===== config.mk =====
export PLATFORM = sky130hd
export DESIGN_NAME = mem_req_responder
export DESIGN_NICKNAME = d
export VERILOG_FILES = /design/src/rtl/mem_test_pkg.sv /design/src/rtl/mem_req_responder.sv
export SDC_FILE = /design/constraint.sdc
export NUM_CORES = 1
export LEC_CHECK = 0
export ABC_CLOCK_PERIOD_IN_PS = 3800
export CAP_MARGIN = 20
export CORE_AREA = 2 2 168 170
export CTS_CLUSTER_DIAMETER = 150
export CTS_CLUSTER_SIZE = 25
export DETAILED_ROUTE_END_ITERATION = 6
export DIE_AREA = 0 0 170 172
export PLACE_DENSITY = 0.66
export SKIP_LAST_GASP = 1
export SYNTH_ARGS = -nofsm -noshare
export SYNTH_HDL_FRONTEND = slang
export SYNTH_SLANG_ARGS = --single-unit
export TNS_END_PERCENT = 5

===== constraint.sdc =====
create_clock -name clk -period 3.8 [get_ports clk]
set_input_delay 0.38 -clock clk [delete_from_list [all_inputs] [get_ports clk]]
set_output_delay 0.38 -clock clk [all_outputs]
set_load 0.005 [all_outputs]

===== src/rtl/mem_test_pkg.sv =====
// Shared types and default sizes for the memory-test request path.
// Latency: none (types and constants only).
// Backpressure: none (types and constants only).
package mem_test_pkg;

  localparam int unsigned DEF_ADDR_WIDTH     = 64;
  localparam int unsigned DEF_WORD_WIDTH     = 64;
  localparam int unsigned DEF_ADDR_SHIFT     = 3;
  localparam int unsigned DEF_TIMEOUT_CYCLES = 1024;

  // Responder transaction state; exactly one request is in flight at a time.
  typedef enum logic [2:0] {
    IDLE    = 3'd0,
    WRITE   = 3'd1,
    READ    = 3'd2,
    WAIT_RD = 3'd3,
    RESP    = 3'd4
  } resp_state_t;

endpackage


===== src/rtl/mem_req_responder.sv =====
// Executes one read/write request at a time as an Avalon-MM master transaction and pulses confirm.
// Latency: 3 cycles minimum from req_valid to confirm, plus waitrequest stalls and read-data wait cycles.
// Backpressure: strobes held while avm_waitrequest is high; req_valid ignored while busy (no queueing).
// Optional read-response watchdog is built when RESP_TIMEOUT_EN is defined.
module mem_req_responder
  import mem_test_pkg::*;
#(
  parameter int unsigned ADDR_WIDTH     = DEF_ADDR_WIDTH,
  parameter int unsigned WORD_WIDTH     = DEF_WORD_WIDTH,
  parameter int unsigned ADDR_SHIFT     = DEF_ADDR_SHIFT,
  parameter int unsigned TIMEOUT_CYCLES = DEF_TIMEOUT_CYCLES
) (
  input  logic                  clk,
  input  logic                  reset,
  input  logic                  req_valid,
  input  logic                  req_write,
  input  logic [ADDR_WIDTH-1:0] req_address,
  input  logic [WORD_WIDTH-1:0] req_word,
  output logic                  confirm,
  output logic [WORD_WIDTH-1:0] pattern_rb,
  output logic                  busy,
  output logic [31:0]           txn_count,
  output logic                  timeout_err,
  output logic [ADDR_WIDTH-1:0] avm_address,
  output logic                  avm_read,
  output logic                  avm_write,
  output logic [WORD_WIDTH-1:0] avm_writedata,
  input  logic                  avm_waitrequest,
  input  logic [WORD_WIDTH-1:0] avm_readdata,
  input  logic                  avm_readdatavalid
);

  // Reject word widths that are not whole bytes and watchdog limits too short to count.
  if ((WORD_WIDTH % 8) != 0 || TIMEOUT_CYCLES < 2) begin : g_bad_params
    $error("mem_req_responder: WORD_WIDTH must be a multiple of 8 and TIMEOUT_CYCLES >= 2");
  end

  resp_state_t state, state_nxt;
  logic        accept;      // request sampled this cycle
  logic        rd_capture;  // read data lands in pattern_rb this cycle
  logic        rd_timeout;  // watchdog gives up on the outstanding read this cycle

  assign accept = (state == IDLE) && req_valid;

`ifdef RESP_TIMEOUT_EN
  logic [31:0] wait_cnt;

  // Watchdog: zero outside WAIT_RD so it starts from 0 on every entry, counts each WAIT_RD cycle.
  always_ff @(posedge clk) begin
    if (reset || state != WAIT_RD) begin
      wait_cnt <= '0;
    end else begin
      wait_cnt <= wait_cnt + 32'd1;
    end
  end

  // Real data in the final watchdog cycle still wins over the timeout.
  assign rd_timeout = (state == WAIT_RD) && !avm_readdatavalid &&
                      (wait_cnt == 32'(TIMEOUT_CYCLES - 1));

  // Sticky error flag, cleared only by reset.
  always_ff @(posedge clk) begin
    if (reset) begin
      timeout_err <= 1'b0;
    end else if (rd_timeout) begin
      timeout_err <= 1'b1;
    end
  end
`else
  assign rd_timeout  = 1'b0;
  assign timeout_err = 1'b0;
`endif

  // State register; reset abandons any transaction in flight.
  always_ff @(posedge clk) begin
    if (reset) begin
      state <= IDLE;
    end else begin
      state <= state_nxt;
    end
  end

  // Next-state and strobe decode; readdatavalid only matters in READ and WAIT_RD.
  always_comb begin
    state_nxt  = state;
    avm_read   = 1'b0;
    avm_write  = 1'b0;
    confirm    = 1'b0;
    rd_capture = 1'b0;
    busy       = (state != IDLE);
    case (state)
      IDLE: begin
        if (req_valid) begin
          state_nxt = req_write ? WRITE : READ;
        end
      end
      WRITE: begin
        avm_write = 1'b1;
        if (!avm_waitrequest) begin
          state_nxt = RESP;
        end
      end
      READ: begin
        avm_read = 1'b1;
        if (!avm_waitrequest) begin
          if (avm_readdatavalid) begin
            rd_capture = 1'b1;
            state_nxt  = RESP;
          end else begin
            state_nxt = WAIT_RD;
          end
        end
      end
      WAIT_RD: begin
        if (avm_readdatavalid) begin
          rd_capture = 1'b1;
          state_nxt  = RESP;
        end else if (rd_timeout) begin
          state_nxt = RESP;
        end
      end
      RESP: begin
        confirm   = 1'b1;
        state_nxt = IDLE;
      end
      default: begin
        state_nxt = IDLE;
      end
    endcase
  end

  // Request capture, read-back data and completion counter.
  always_ff @(posedge clk) begin
    if (reset) begin
      avm_address   <= '0;
      avm_writedata <= '0;
      pattern_rb    <= '0;
      txn_count     <= '0;
    end else begin
      if (accept) begin
        avm_address   <= req_address << ADDR_SHIFT;
        avm_writedata <= req_word;
      end
      if (rd_capture) begin
        pattern_rb <= avm_readdata;
      end else if (rd_timeout) begin
        pattern_rb <= '0;
      end
      if (state == RESP) begin
        txn_count <= txn_count + 32'd1;
      end
    end
  end

endmodule


# Word level (Yosys, flattened, before mapping)
# Index checks and enable logic that the tools add are counted.
# totals
ff_bits	224
out_inout_bits	229
# op_classes
add_sub_neg	1
eq_ne	8
n_mux	13
n_reduce_logical	4
# op_table
operator	count
$add 32x1->32 const B	1
$mux 3	5
$pmux 3 s4	1
$ne 2x2->1 const B	4
$eq 3x2->1 const B	2
$mux 1	5
$reduce_and 4->1	1
$eq 3x1->1 const B	1
$eq 3x3->1 const B	1
$logic_not 3->1	1
$reduce_bool 3->1	1
$mux 2	1
$pmux 1 s2	1
$logic_and 1x1->1	1

# Depth between registers and ports, before layout
# depth
word_depth	3
mapped_depth	8

# Worst setup path after synthesis
# Ideal clock, no wire load.
# synth_path
kind	register -> register
from	register state[1]
to	register txn_count[28]
t_arrival_ns	2.184
required_ns	3.679
setup_slack_ns	1.495
path_stages_with_launch	8
n_path_buf	3
path_cell_list	dfxtp_1 > buf_6 > or3b_1 > buf_2 > or4_1 > buf_2 > nor4_1 > mux2_2
# synth_via
elab_chain_cells	1
# synth_lines
item	line	source
start, declared	mem_req_responder.sv:38	resp_state_t state, state_nxt;
start signal, assigned	mem_req_responder.sv:79	state <= state_nxt;
$eq 3x3->1	mem_req_responder.sv:149	if (state == RESP) begin
end signal, assigned	mem_req_responder.sv:150	txn_count <= txn_count + 32'd1;
end, declared	mem_req_responder.sv:22	output logic [31:0] txn_count,
# Every way passes these cells.
# A chain may end at the register's enable or synchronous reset.

# Final worst setup path
# layout_path
from	register state[2]
to	register txn_count[28]
# The elaborated chain is that of the path after synthesis.

==> impl_metrics.env <==
export IMPL_netlist_instances=1031
export IMPL_ys_ff_latch=224
export IMPL_crit_type="flop to flop"
export IMPL_hold_violations=0
export IMPL_setup_viol=0
export IMPL_r2r_cells=4
export IMPL_ios=427
export IMPL_routed_wl_um=27100
export IMPL_grt_max_degree=98
export IMPL_yosysTopAreaCell="dfxtp_1"
export IMPL_rsz0062_at_grt="no"
export IMPL_tightestPinTransition_ns=0.816
export IMPL_grt_pass1_wl_um=41000
export IMPL_worst_setup_path_start_kind="flop"
export IMPL_yosys_warnings=0
export IMPL_rows=61
export IMPL_dr_first_iter_drc_count=541
export IMPL_fmaxAchievable_mhz=372
export IMPL_ys_seq_area_frac=0.551
export IMPL_max_stage_delay_ns=0.85
export IMPL_ys_types=36
export IMPL_cts_sinks=224
export IMPL_die_area_sq_um=29200
export IMPL_drt_pass1_iterations=5
export IMPL_cts_root_buf="clkbuf_16"
export IMPL_skew_ns=0.0190
export IMPL_numCtsBuffers=12
export IMPL_route_met3_wl_um=2940
export IMPL_fin_crit_sh=0.707
export IMPL_worstPathRequired_ns=4.18
export IMPL_startpoint="state[2]"
export IMPL_gp_congestion=0.788
export IMPL_initial_core_util=0.296
export IMPL_setup_tns_ns=0
export IMPL_r2r_start="state[2]"
export IMPL_core_area_sq_um=27500
export IMPL_fin_cells=1748
export IMPL_ctsHtreeMaxLevel=1
export IMPL_cp_arrival_ns=3.07
export IMPL_maxCapViolations=0
export IMPL_endpoint="txn_count[28]"
export IMPL_cts_buffer_depth=3
export IMPL_path_max_fanout=18
export IMPL_ctsResizeCount=0
export IMPL_synth_area_top_cells="dfxtp_1, nand2_1, a21oi_1, clkbuf_1, or4_1"
export IMPL_slew_viol_final=0
export IMPL_peakVddDrop_mv=0.438
export IMPL_synthToLayoutAreaGrowth_pct=58.4
export IMPL_drt_met1_wl_um=10600
export IMPL_n_fill_cell=2680
export IMPL_clk_latency_ns=0.48
export IMPL_r2r_end="txn_count[28]"
export IMPL_grt_overflow=0
export IMPL_max_slew_margin_rel=0.456
export IMPL_end_kind="flop"
export IMPL_synthDominantCellAreaShare=0.551
export IMPL_die_width_um=170
export IMPL_syn_area_per_cell_sq_um=7.89
export IMPL_wl_met2_um=13000
export IMPL_cts_tree="done"
export IMPL_drive_gt1_frac=0.0214
export IMPL_portBuffers=419
export IMPL_hold_path_class="input pin to flop"
export IMPL_post_cts_repair_setup_buffers=0
export IMPL_finalCriticalPeriod_ns=2.69
export IMPL_p_leak_nw=4.40
export IMPL_reg2reg_slack_ns=1.11
export IMPL_grt_pass1_vias=7638
export IMPL_top_layer="met4"
export IMPL_nets=1599
export IMPL_placed_cells=1732
export IMPL_crit_path_top_delay_cell="or4_1"
export IMPL_wl_per_cell_um=15.5
export IMPL_ant_nets=0
export IMPL_clk_pin_slew_worst_paths_ns=0.10
export IMPL_drc=0
export IMPL_track_usage=0.173
export IMPL_postCtsHoldBufs=0
export IMPL_fp_dieH_um=172
export IMPL_antenna_found_initial=3
export IMPL_syn_cell_area_sq_um=8140
export IMPL_via_count=8175
export IMPL_hpwl_um=19000
export IMPL_path_cells="or3b_1 > or4_1 > nor4_1 > mux2_2"
export IMPL_status="finished clean"
export IMPL_pwr_density_cell_nw_per_um2=482
export IMPL_via_per_inst=4.68
-- flip-flops by register name (all words and copies together) (netlist names) --
register / count
pattern_rb: 64
avm_address: 61
txn_count: 32
avm_writedata: 64
state: 3
-- synth_stat cells --
cell	number
nor3_1	5
o21ai_0	13
nand2_1	392
nor2_1	12
inv_1	5
and4_1	2
a221oi_1	2
or2_2	2
xnor2_1	5
and2b_1	1
and3_1	3
or4_1	11
ha_1	1
a21oi_1	212
or3_1	13
or3b_1	1
buf_4	4
mux2i_1	1
conb_1	1
nand3_1	11
nand2b_1	3
nand4_1	12
xor2_1	4
clkbuf_1	61
and2_1	2
buf_6	3
or4_4	1
buf_2	2
nor2b_1	3
clkinv_1	1
nor4_1	2
o31ai_1	9
mux2_2	1
nand3b_1	1
dfxtp_1	224
buf_1	5
-- through the flow --
stage	setup WS (ns)	hold slack, ns	area (sq um)	utilization	total power [W]
floorplan	1.50	0.453	8150	-	0.00374
global placement	1.19	0.440	12600	0.457	0.00489
detailed placement	1.13	0.446	12600	0.457	0.00492
CTS	1.12	0.400	12900	0.469	0.00634
global route	0.980	0.399	12900	0.469	0.00661
finish	1.11	0.386	12900	0.469	0.00621
-- layout make-up --
type	count	area, sq um	share of cell area
Inverter	6	22.5	0.00175
Sequential cell	224	4480	0.348
Tap cell	346	433	0.0336
Timing Repair Buffer	427	4280	0.332
Clock buffer	14	329	0.0255
Multi-Input combinational cell	729	3340	0.259
Antenna cell	2	5.00	0.000388
-- layer usage --
layer | GRT usage | up-vias
met4 | 0.0401 | 0
met5 | 0 | -
met3 | 0.0726 | 30
met2 | 0.298 | 314
li1 | - | 4105
met1 | 0.199 | 3726
-- worst min path at each step --
stage | to | startpoint | cells past startpoint | slack [ns]
floorplan | avm_address[10] | avm_address[10] | 2 | 0.45
global placement | avm_writedata[23] | avm_writedata[23] | 2 | 0.44
detailed placement | avm_writedata[41] | avm_writedata[41] | 2 | 0.45
CTS | avm_address[8] | req_address[5] | 3 | 0.40
global route | txn_count[3] | reset | 2 | 0.40
finish | txn_count[2] | reset | 2 | 0.39
-- cells in the final DEF (no fill, tap or decap), types with 2 or more instances in the layout --
cell type / synthesis / final
and3_1: 3 / 2
and4_1: 2 / 2
or4_1: 11 / 11
dfxtp_1: 224 / 224
a221oi_1: 2 / 2
xnor2_1: 5 / 5
a21oi_1: 212 / 212
xor2_1: 4 / 4
inv_1: 5 / 5
diode_2: 0 / 2
conb_1: 1 / 4
nor4_1: 2 / 2
nand4_1: 12 / 12
o31ai_1: 9 / 9
or3_1: 13 / 13
nor3_1: 5 / 5
buf_4: 4 / 6
nand3_1: 11 / 10
o21ai_0: 13 / 13
nor2b_1: 3 / 3
clkdlybuf4s50_1: 0 / 418
nor2_1: 12 / 12
or2_2: 2 / 2
clkbuf_16: 0 / 13
buf_12: 0 / 2
nand2b_1: 3 / 3
nand2_1: 392 / 391
-- where the power goes --
part	internal (W)	total, W	switching, W
Sequential	0.00270	0.00288	0.000187
Clock	0.000619	0.00138	0.000764
Combinational	0.00103	0.00195	0.000920
Total	0.00434	0.00621	0.00187
-- worst max-delay path: cells and delay by family (launching register included) --
kind	cells	cell delay (ns)
simple gates	3	1.75
flops	1	0.45
mux	1	0.37
-- cell families (layout without fill, tap and decap cells) --
logic type,count (synthesis),after routing,share of synthesized area
muxes,2,2,0.00261
xor gates and xnor gates,9,9,0.00969
adders and majority gates,1,1,0.00154
DFF,224,224,0.551
AOI/OAI and AO/OA,236,236,0.149
and+or+nand+nor,477,477,0.244
other,1,6,0.000461
buffers and inverters,81,447,0.0423
No activity file was read; power rests on OpenSTA's default activity.
